**config.mk**
```make
export PLATFORM = sky130hd
export DESIGN_NAME = grid_port_arbiter_flat
export DESIGN_NICKNAME = d
export VERILOG_FILES = /design/src/rtl/grid_port_arbiter_if.sv /design/src/rtl/grid_port_arbiter.sv /design/src/flat_wrapper.sv
export SDC_FILE = /design/constraint.sdc
export NUM_CORES = 1
export LEC_CHECK = 0
export ABC_CLOCK_PERIOD_IN_PS = 4900
export CORE_MARGIN = 2
export CORE_UTILIZATION = 35
export CTS_BUF_LIST = sky130_fd_sc_hd__clkbuf_4 sky130_fd_sc_hd__clkbuf_8 sky130_fd_sc_hd__clkbuf_16
export CTS_CLUSTER_SIZE = 12
export DETAILED_ROUTE_END_ITERATION = 7
export PLACE_DENSITY = 0.69
export SLEW_MARGIN = 10
export SYNTH_ARGS = -nofsm -noshare
export SYNTH_HDL_FRONTEND = slang
export SYNTH_SLANG_ARGS = --single-unit
```
**constraint.sdc**
```tcl
create_clock -name clk -period 4.9 [get_ports clk]
set_clock_uncertainty 0.05 [all_clocks]
set_input_delay 0.98 -clock clk [delete_from_list [all_inputs] [get_ports clk]]
set_output_delay 0.98 -clock clk [all_outputs]
set_load 0.02 [all_outputs]
```
**src/rtl/grid_port_arbiter_if.sv**
```systemverilog
// Requester and RAM-side signal bundle of the placement grid port arbiter.
// The slave modport is the arbiter's view; master is the environment's view.
interface grid_port_arbiter_if #(
   parameter int unsigned N_REQ  = 4,
   parameter int unsigned ADDR_W = 12,
   parameter int unsigned DATA_W = 32
);
   logic [N_REQ-1:0]        req;
   logic [2*N_REQ-1:0]      op;
   logic [ADDR_W*N_REQ-1:0] addr;
   logic [DATA_W*N_REQ-1:0] wdata;
   logic [N_REQ-1:0]        gnt;
   logic [N_REQ-1:0]        done;
   logic [DATA_W-1:0]       rdata;
   logic                    claim_ok;
   logic                    busy;
   logic                    mem_re;
   logic                    mem_we;
   logic [ADDR_W-1:0]       mem_addr;
   logic [DATA_W-1:0]       mem_din;
   logic [DATA_W-1:0]       mem_dout;

   modport master (
      output req, op, addr, wdata, mem_dout,
      input  gnt, done, rdata, claim_ok, busy, mem_re, mem_we, mem_addr, mem_din
   );

   modport slave (
      input  req, op, addr, wdata, mem_dout,
      output gnt, done, rdata, claim_ok, busy, mem_re, mem_we, mem_addr, mem_din
   );
endinterface

```
**src/rtl/grid_port_arbiter.sv**
```systemverilog
// Round-robin arbiter for the single-port placement grid RAM with read, write
// and atomic claim (write only if the cell holds the empty marker).
module grid_port_arbiter #(
   parameter int unsigned       N_REQ  = 4,
   parameter int unsigned       ADDR_W = 12,
   parameter int unsigned       DATA_W = 32,
   parameter logic [DATA_W-1:0] EMPTY  = '1
) (
   input logic               clk,
   input logic               reset,
   grid_port_arbiter_if.slave bus
);
   localparam int unsigned IDX_W = (N_REQ > 1) ? $clog2(N_REQ) : 1;

   typedef enum logic [2:0] {
      S_IDLE, S_ISSUE, S_WAIT_RD, S_CLAIM_CHK, S_DONE
   } state_t;

   typedef enum logic [1:0] {
      OP_READ = 2'b00, OP_WRITE = 2'b01, OP_CLAIM = 2'b10, OP_RSVD = 2'b11
   } op_t;

   state_t              state;
   logic [IDX_W-1:0]    rr_ptr;
   logic [IDX_W-1:0]    win_q;
   op_t                 op_q;
   logic [DATA_W-1:0]   wdata_q;
   logic [N_REQ-1:0]    gnt_q;
   logic [N_REQ-1:0]    done_q;
   logic [DATA_W-1:0]   rdata_q;
   logic                claim_ok_q;
   logic                busy_q;
   logic                mem_re_q;
   logic                mem_we_q;
   logic [ADDR_W-1:0]   mem_addr_q;
   logic [DATA_W-1:0]   mem_din_q;

   op_t                 op_a    [N_REQ];
   logic [ADDR_W-1:0]   addr_a  [N_REQ];
   logic [DATA_W-1:0]   wdata_a [N_REQ];

   logic                win_found;
   logic [IDX_W-1:0]    win_idx;
   logic [IDX_W-1:0]    scan_idx;
   int unsigned         scan_pos;

   // Unpack the flat per-requester operand buses
   for (genvar g = 0; g < N_REQ; g++) begin : g_unpack
      assign op_a[g]    = op_t'(bus.op[2*g +: 2]);
      assign addr_a[g]  = bus.addr[ADDR_W*g +: ADDR_W];
      assign wdata_a[g] = bus.wdata[DATA_W*g +: DATA_W];
   end

   // First requesting index after rr_ptr, wrapping modulo N_REQ
   always_comb begin
      win_found = 1'b0;
      win_idx   = '0;
      scan_pos  = 0;
      scan_idx  = '0;
      for (int unsigned i = 1; i <= N_REQ; i++) begin
         scan_pos = (32'(rr_ptr) + i) % N_REQ;
         scan_idx = IDX_W'(scan_pos);
         if (!win_found && bus.req[scan_idx]) begin
            win_found = 1'b1;
            win_idx   = scan_idx;
         end
      end
   end

   always_ff @(posedge clk or posedge reset) begin
      if (reset) begin
         state      <= S_IDLE;
         rr_ptr     <= IDX_W'(N_REQ - 1);
         win_q      <= '0;
         op_q       <= OP_READ;
         wdata_q    <= '0;
         gnt_q      <= '0;
         done_q     <= '0;
         rdata_q    <= '0;
         claim_ok_q <= 1'b0;
         busy_q     <= 1'b0;
         mem_re_q   <= 1'b0;
         mem_we_q   <= 1'b0;
         mem_addr_q <= '0;
         mem_din_q  <= '0;
      end else begin
         mem_re_q <= 1'b0;
         mem_we_q <= 1'b0;
         done_q   <= '0;
         case (state)
            S_IDLE: begin
               if (win_found) begin
                  win_q      <= win_idx;
                  op_q       <= op_a[win_idx];
                  wdata_q    <= wdata_a[win_idx];
                  gnt_q      <= N_REQ'(1) << win_idx;
                  busy_q     <= 1'b1;
                  mem_addr_q <= addr_a[win_idx];
                  state      <= S_ISSUE;
                  // Strobes are registered here so they appear in the ISSUE cycle
                  case (op_a[win_idx])
                     OP_WRITE: begin
                        mem_we_q  <= 1'b1;
                        mem_din_q <= wdata_a[win_idx];
                     end
                     OP_READ, OP_CLAIM: mem_re_q <= 1'b1;
                     default: ;
                  endcase
               end
            end
            S_ISSUE: begin
               if (op_q == OP_READ || op_q == OP_CLAIM) begin
                  state <= S_WAIT_RD;
               end else begin
                  done_q     <= gnt_q;
                  claim_ok_q <= 1'b0;
                  state      <= S_DONE;
               end
            end
            S_WAIT_RD: begin
               rdata_q <= bus.mem_dout;
               if (op_q == OP_CLAIM) begin
                  // Claim write is strobed during CLAIM_CHK only if the cell was free
                  if (bus.mem_dout == EMPTY) begin
                     mem_we_q  <= 1'b1;
                     mem_din_q <= wdata_q;
                  end
                  state <= S_CLAIM_CHK;
               end else begin
                  done_q     <= gnt_q;
                  claim_ok_q <= 1'b0;
                  state      <= S_DONE;
               end
            end
            S_CLAIM_CHK: begin
               claim_ok_q <= (rdata_q == EMPTY);
               done_q     <= gnt_q;
               state      <= S_DONE;
            end
            S_DONE: begin
               gnt_q  <= '0;
               busy_q <= 1'b0;
               rr_ptr <= win_q;
               state  <= S_IDLE;
            end
            default: state <= S_IDLE;
         endcase
      end
   end

   assign bus.gnt      = gnt_q;
   assign bus.done     = done_q;
   assign bus.rdata    = rdata_q;
   assign bus.claim_ok = claim_ok_q;
   assign bus.busy     = busy_q;
   assign bus.mem_re   = mem_re_q;
   assign bus.mem_we   = mem_we_q;
   assign bus.mem_addr = mem_addr_q;
   assign bus.mem_din  = mem_din_q;
endmodule

```
**src/flat_wrapper.sv**
```systemverilog
// flat-port wrapper written by rule: the top's interface ports become plain ports
module grid_port_arbiter_flat 
#(
   parameter int unsigned       N_REQ  = 4,
   parameter int unsigned       ADDR_W = 12,
   parameter int unsigned       DATA_W = 32,
   parameter logic [DATA_W-1:0] EMPTY  = '1
)
  (clk, reset, bus_req, bus_op, bus_addr, bus_wdata, bus_mem_dout, bus_gnt, bus_done, bus_rdata, bus_claim_ok, bus_busy, bus_mem_re, bus_mem_we, bus_mem_addr, bus_mem_din);
  grid_port_arbiter_if #(.N_REQ(N_REQ), .ADDR_W(ADDR_W), .DATA_W(DATA_W)) bus_i ();
  input logic clk;
  input logic reset;
  input wire logic [$bits(bus_i.req)-1:0] bus_req;
  input wire logic [$bits(bus_i.op)-1:0] bus_op;
  input wire logic [$bits(bus_i.addr)-1:0] bus_addr;
  input wire logic [$bits(bus_i.wdata)-1:0] bus_wdata;
  input wire logic [$bits(bus_i.mem_dout)-1:0] bus_mem_dout;
  output wire logic [$bits(bus_i.gnt)-1:0] bus_gnt;
  output wire logic [$bits(bus_i.done)-1:0] bus_done;
  output wire logic [$bits(bus_i.rdata)-1:0] bus_rdata;
  output wire logic [$bits(bus_i.claim_ok)-1:0] bus_claim_ok;
  output wire logic [$bits(bus_i.busy)-1:0] bus_busy;
  output wire logic [$bits(bus_i.mem_re)-1:0] bus_mem_re;
  output wire logic [$bits(bus_i.mem_we)-1:0] bus_mem_we;
  output wire logic [$bits(bus_i.mem_addr)-1:0] bus_mem_addr;
  output wire logic [$bits(bus_i.mem_din)-1:0] bus_mem_din;
  assign bus_i.req = bus_req;
  assign bus_i.op = bus_op;
  assign bus_i.addr = bus_addr;
  assign bus_i.wdata = bus_wdata;
  assign bus_i.mem_dout = bus_mem_dout;
  assign bus_gnt = bus_i.gnt;
  assign bus_done = bus_i.done;
  assign bus_rdata = bus_i.rdata;
  assign bus_claim_ok = bus_i.claim_ok;
  assign bus_busy = bus_i.busy;
  assign bus_mem_re = bus_i.mem_re;
  assign bus_mem_we = bus_i.mem_we;
  assign bus_mem_addr = bus_i.mem_addr;
  assign bus_mem_din = bus_i.mem_din;
  grid_port_arbiter #(.N_REQ(N_REQ), .ADDR_W(ADDR_W), .DATA_W(DATA_W), .EMPTY(EMPTY)) u_core (.clk(clk), .reset(reset), .bus(bus_i));
endmodule
```
==> results.sh, run 1 <==
export IMPL_crit_path_end_kind="register"
export IMPL_p_leak_nw=5.01
export IMPL_syn_avg_cell_area_um2=8.37
export IMPL_drt_wl_total_um=23700
export IMPL_max_vdd_ir_drop_mv=0.258
export IMPL_hold_violations=0
export IMPL_firstDrtPassIters=6
export IMPL_num_vias=6982
export IMPL_min_period_ns=3.64
export IMPL_finalNetCount=1334
export IMPL_synth_most_common_cell="nand2_1"
export IMPL_core_um2=19500
export IMPL_num_rows=51
export IMPL_async_flop_share=1.00
export IMPL_yosys_warnings=0
export IMPL_instances_no_fill=1390
export IMPL_cts_buffers=17
export IMPL_netlist_area_um2=6950
export IMPL_synthCells=830
export IMPL_max_cap_violations=0
export IMPL_gp_congestion=0.861
export IMPL_final_max_slew_viol_count=0
export IMPL_grt_max_degree=118
export IMPL_wire_per_inst_um=17.1
export IMPL_postCtsHoldBufs=0
export IMPL_post_place_ws_ns=0.824
export IMPL_synthFlopType="dfrtp_1"
export IMPL_final_core_utilization=0.558
export IMPL_grt_util_all_layers=0.231
export IMPL_die_h_um=145
export IMPL_drcViolationCount=0
export IMPL_initialDrtViolationCount=368
export IMPL_drtAntennaViolNets=0
export IMPL_fin_ws_ns=1.26
export IMPL_p_per_area_nw_per_um2=623
export IMPL_antenna_found_initial=0
export IMPL_arrival_ns=3.92
export IMPL_startpoint_type="input port"
export IMPL_synth_edf_count=0
export IMPL_max_freq_mhz=274
export IMPL_dp_cells=1358
export IMPL_grt_pass1_wl_um=38500
export IMPL_crit_fanout=19
export IMPL_start_util=0.357
export IMPL_setup_viol=0
export IMPL_critical_path_class="in -> reg"
export IMPL_clkTransAtPathRegs_ns=0.06
export IMPL_dieArea_um2=21000
export IMPL_clk_path_buf_depth=2
export IMPL_yosys_top_cells_count="325 x nand2_1, 127 x dfrtp_1, 80 x o21ai_0, 65 x mux2i_1, 35 x clkbuf_1"
export IMPL_setup_tns_ns=0
export IMPL_cts_tree="built"
export IMPL_status="finished, final reports clean"
export IMPL_cts_root_buf="clkbuf_16"
export IMPL_place_port_buffers=309
export IMPL_worst_hold_path_type="reg -> reg"
export IMPL_syn2layout_area_growth_pct=56.3
export IMPL_diodes=0
export IMPL_synth_distinct_cells=46
export IMPL_ioPinCount=310
export IMPL_synth_top_area_frac=0.457
export IMPL_insertion_delay_ns=0.42
export IMPL_required_ns=5.18
export IMPL_postCtsSetupBuffers=0
export IMPL_overflow=0
export IMPL_grt_pass1_vias=7057
export IMPL_die_w_um=145
export IMPL_synth_seq_cells=129
export IMPL_synth_nets=1052
export IMPL_htreeDepth=4
export IMPL_rsz0062_at_grt="no"
export IMPL_worst_slew_margin_rel=0.228
export IMPL_yosysSeqAreaShare=0.465
export IMPL_synth_area_leader_cell="dfrtp_1"
export IMPL_finalPower_mw=6.77
export IMPL_dp_hpwl_um=17400
export IMPL_cts_sinks=129
export IMPL_post_cts_resized=0
export IMPL_yosys_top_cells_area="dfrtp_1 46%, nand2_1 18%, mux2i_1 9.4%"
export IMPL_viasPerCell=5.02
export IMPL_nFillCells=1794
export IMPL_drive_gt1_frac=0.0640
export IMPL_finalCritPeriodShare=0.744
export IMPL_tightest_slew_ns=1.13
## power by group
group | switching (mW) | internal (mW)
combinational | 1.94 | 1.51
sequential | 0.365 | 1.60
clock | 0.479 | 0.871
total | 2.79 | 3.98
## sequential cells by signal, indices dropped and copies added, names as in the netlist
signal               cells
u_core.bus.mem_din      32
u_core.win_q             2
u_core.bus.mem_we        1
u_core.bus.mem_re        1
u_core.bus.busy          1
u_core.bus.done          4
u_core.state             3
u_core.bus.mem_addr     12
u_core.bus.claim_ok      1
u_core.rr_ptr            2
u_core.bus.rdata        32
u_core.bus.gnt           4
u_core.wdata_q          32
u_core.op_q              2
## layer usage
| metal | GRT usage | vias to the layer above | share of wire |
|---|---|---|---|
| li1 | - | 3389 | - |
| met1 | 0.288 | 3225 | 0.42 |
| met2 | 0.378 | 327 | 0.47 |
| met3 | 0.0695 | 41 | 0.085 |
| met4 | 0.0891 | 0 | 0.023 |
| met5 | 0 | - | 0 |
## cell type report
type,count,area [um^2],area share
clock inverters,9,128,0.0117
inverters,31,121,0.0112
well taps,265,332,0.0305
clock buffers,23,502,0.0462
flip-flops and latches,129,3230,0.297
multi-input cells,613,3360,0.309
repair buffers,320,3190,0.294
## cells by family after synthesis
logic type,after synthesis,synth area share
and+or+nand+nor,387,0.223
AOI/OAI and AO/OA,146,0.138
DFF,129,0.465
buffers and inverters,88,0.0546
muxes,80,0.120
## layout by cell type, fill, tap and decap left out, types with 2 or more instances in the layout
cell type,n
a21oi_1,10
a222oi_1,12
a32oi_1,2
and2_1,4
buf_4,10
bufinv_16,3
clkbuf_16,17
clkbuf_8,5
clkdlybuf4s50_1,309
clkinv_2,3
clkinvlp_4,3
dfrtp_1,127
dfstp_2,2
inv_1,29
mux2_2,12
mux2_4,3
mux2i_1,65
nand2_1,324
nand3_1,8
nand3b_1,2
nand4_1,16
nor2_1,19
nor3_1,2
nor4_1,2
o21ai_0,80
o221ai_1,26
o31ai_1,2
## worst paths after layout
path / start / end / slack [ns] / cells after the start
min: u_core.op_q[0] / u_core.state[1] / 0.41 / 1
min reg2reg: u_core.op_q[0] / u_core.state[1] / 0.41 / 1
min in group asynchronous: reset / u_core.bus.rdata[28] / 1.15 / 2
max in group asynchronous: reset / u_core.wdata_q[9] / 2.80 / 3
max: bus_req[3] / u_core.bus.mem_din[9] / 1.26 / 9
max reg2reg: u_core.rr_ptr[1] / u_core.bus.mem_addr[3] / 1.81 / 9
## worst max-delay path, stage by stage
cell	delay (ns)
clkdlybuf4s50_1	0.62
mux2i_1	0.15
o21ai_0	0.54
o21ai_0	0.16
a32o_1	0.28
a21oi_1	0.14
a21o_2	0.54
buf_12	0.25
mux2i_1	0.23
## per-stage QoR
step	cell area, um^2	hold slack (ns)
3_5_place_dp	10200	0.403
2_1_floorplan	6950	0.381
6_report	10900	0.408
3_3_place_gp	10200	0.407
4_1_cts	10900	0.411
5_1_grt	10900	0.438
No activity file was read; power rests on OpenSTA's default activity.
==> run 2: changes to the inputs <==
--- a/config.mk
+++ b/config.mk
@@ -5,13 +5,13 @@
 export SDC_FILE = /design/constraint.sdc
 export NUM_CORES = 1
 export LEC_CHECK = 0
-export ABC_CLOCK_PERIOD_IN_PS = 4900
+export ABC_CLOCK_PERIOD_IN_PS = 3100
 export CORE_MARGIN = 2
 export CORE_UTILIZATION = 35
 export CTS_BUF_LIST = sky130_fd_sc_hd__clkbuf_4 sky130_fd_sc_hd__clkbuf_8 sky130_fd_sc_hd__clkbuf_16
 export CTS_CLUSTER_SIZE = 12
 export DETAILED_ROUTE_END_ITERATION = 7
-export PLACE_DENSITY = 0.69
+export PLACE_DENSITY = 0.72
 export SLEW_MARGIN = 10
 export SYNTH_ARGS = -nofsm -noshare
 export SYNTH_HDL_FRONTEND = slang
==> constraint.sdc (replaced) <==
create_clock -name clk -period 3.1 [get_ports clk]
set_clock_uncertainty 0.05 [all_clocks]
set_input_delay 0.62 -clock clk [delete_from_list [all_inputs] [get_ports clk]]
set_output_delay 0.62 -clock clk [all_outputs]
set_load 0.02 [all_outputs]
==> run 2 against run 1 <==
Compared with the run above:
- critical path depth unchanged
- sequential power is 57% higher
- largest power group unchanged
- critical endpoint is now u_core.bus.mem_din[4]
- utilization grew 1.2 points
- die area did not move
- highest routed layer unchanged
- clock-buffer cell count decreased by 5
- critical path type unchanged
- worst hold slack improved by 0.00067 ns
- register-to-register slack got worse by 1.3 ns
==> results.sh, run 2 (synthesis gave the netlist of run 1 again) <==
export IMPL_worst_slew_margin_rel=0.453
export IMPL_ioPinCount=310
export IMPL_fin_ws_ns=0.324
export IMPL_drive_gt1_frac=0.0779
export IMPL_grt_max_degree=77
export IMPL_final_core_utilization=0.570
export IMPL_viasPerCell=5.00
export IMPL_cts_tree="built"
export IMPL_initialDrtViolationCount=417
export IMPL_antenna_found_initial=0
export IMPL_dp_hpwl_um=16900
export IMPL_min_period_ns=2.78
export IMPL_critical_path_class="in -> reg"
export IMPL_endpoint="u_core.bus.mem_din[4]"
export IMPL_grt_pass1_vias=6998
export IMPL_drt_wl_total_um=23000
export IMPL_diodes=0
export IMPL_die_w_um=145
export IMPL_multi_input_area_um2=3360
export IMPL_fin_area_um2=11100
export IMPL_startpoint_type="input port"
export IMPL_max_vdd_ir_drop_mv=0.402
export IMPL_overflow=0
export IMPL_clk_path_buf_depth=2
export IMPL_max_cap_violations=0
export IMPL_setup_viol=0
export IMPL_p_leak_nw=5.13
export IMPL_core_um2=19500
export IMPL_start_util=0.357
export IMPL_insertion_delay_ns=0.42
export IMPL_dieArea_um2=21000
export IMPL_status="finished, final reports clean"
export IMPL_worstRegToRegCells=9
export IMPL_setup_worst_path_start="bus_req[1]"
export IMPL_placed_area_um2=10500
export IMPL_cts_buffers=17
export IMPL_worst_r2r_endpoint="u_core.bus.mem_din[26]"
export IMPL_seq_area_um2=3230
export IMPL_finalPower_mw=10.9
export IMPL_crit_fanout=9
export IMPL_syn2layout_area_growth_pct=59.7
export IMPL_most_common_layout_cells="325 x nand2_1, 309 x clkdlybuf4s50_1, 127 x dfrtp_1, 80 x o21ai_0, 65 x mux2i_1"
export IMPL_nFillCells=1777
export IMPL_final_max_slew_viol_count=0
export IMPL_max_freq_mhz=360
export IMPL_cts_sinks=129
export IMPL_post_place_ws_ns=-0.208
export IMPL_regToRegSetupSlack_ns=0.50
export IMPL_reg2reg_from="u_core.rr_ptr[1]"
export IMPL_crit_path_end_kind="register"
export IMPL_firstDrtPassIters=7
export IMPL_met3WireLength_um=1610
export IMPL_grt_util_all_layers=0.223
export IMPL_p_per_area_nw_per_um2=984
export IMPL_num_rows=51
export IMPL_rsz0062_at_grt="no"
export IMPL_top_layer_used="met4"
export IMPL_final_common_cell="nand2_1"
export IMPL_place_port_buffers=309
export IMPL_fin_hold_ws_ns=0.408
export IMPL_drcViolationCount=0
export IMPL_grt_pass1_wl_um=37500
export IMPL_tightest_slew_ns=0.820
export IMPL_gp_congestion=0.838
export IMPL_finalCritPeriodShare=0.896
export IMPL_wl_met2_um=11200
export IMPL_worst_hold_path_type="reg -> reg"
export IMPL_postCtsSetupBuffers=0
export IMPL_num_vias=7041
export IMPL_cts_root_buf="clkbuf_16"
export IMPL_met1_length_um=9700
export IMPL_drtAntennaViolNets=0
export IMPL_htreeDepth=4
export IMPL_required_ns=3.39
export IMPL_arrival_ns=3.06
export IMPL_clkTransAtPathRegs_ns=0.06
export IMPL_hold_violations=0
export IMPL_finalNetCount=1351
export IMPL_die_h_um=145
export IMPL_wire_per_inst_um=16.3
==> run 2: cell count changes in the layout (fill, tap and decap cells not counted), moves of 2 or more <==
cell	change
buf_12	+8
buf_4	+9
clkbuf_8	-5
clkinv_2	-2
clkinv_4	+4
clkinvlp_4	-2
inv_6	+4
==> run 2: per-stage QoR <==
stage	setup TNS (ns)	instances
2_1_floorplan	0	830
3_3_place_gp	-0.738	1375
3_5_place_dp	-2.60	1375
4_1_cts	0	1407
5_1_grt	0	1407
6_report	0	1407
==> run 2: layer usage <==
layer | vias up | global-route usage
li1 | 3423 | -
met1 | 3296 | 0.282
met2 | 288 | 0.370
met3 | 34 | 0.0610
met4 | 0 | 0.0748
met5 | - | 0
==> run 2: report_power, final <==
group | leakage [nW] | internal (mW) | total [mW] | switching [mW]
Combinational | 3.26 | 2.55 | 5.64 | 3.09
Sequential | 1.55 | 2.53 | 3.10 | 0.564
Clock | 0.314 | 1.37 | 2.18 | 0.807
==> run 2: final cells by class <==
| type | instances | share of cell area |
|---|---|---|
| Timing Repair Buffer | 337 | 0.308 |
| Multi-Input combinational cell | 613 | 0.303 |
| Sequential cell | 129 | 0.291 |
| Clock buffer | 18 | 0.0390 |
| Tap cell | 265 | 0.0299 |
| Clock inverter | 14 | 0.0184 |
| Inverter | 31 | 0.0108 |
==> run 2: worst min path at each step <==
stage                         from            endpoint  cells after the start
floorplan           u_core.op_q[0]     u_core.state[1]                      1
global placement    u_core.op_q[0]     u_core.state[1]                      1
detailed placement  u_core.op_q[0]     u_core.state[1]                      1
CTS                          reset  u_core.bus.done[0]                      2
global route                 reset  u_core.bus.done[0]                      2
finish              u_core.op_q[0]     u_core.state[1]                      1
==> run 2: what timing repair did <==
item,CTS,global route
setup endpoints to repair,0,12
resized for setup,0,1
hold buffers,0,0
==> run 2: critical path, cell delays in order <==
cell and delay [ns]:
clkdlybuf4s50_1 0.59, mux2i_1 0.14, o21ai_0 0.39, o21ai_0 0.14, a32o_1 0.28, a21oi_1 0.15
a21o_2 0.31, buf_4 0.25, mux2i_1 0.19
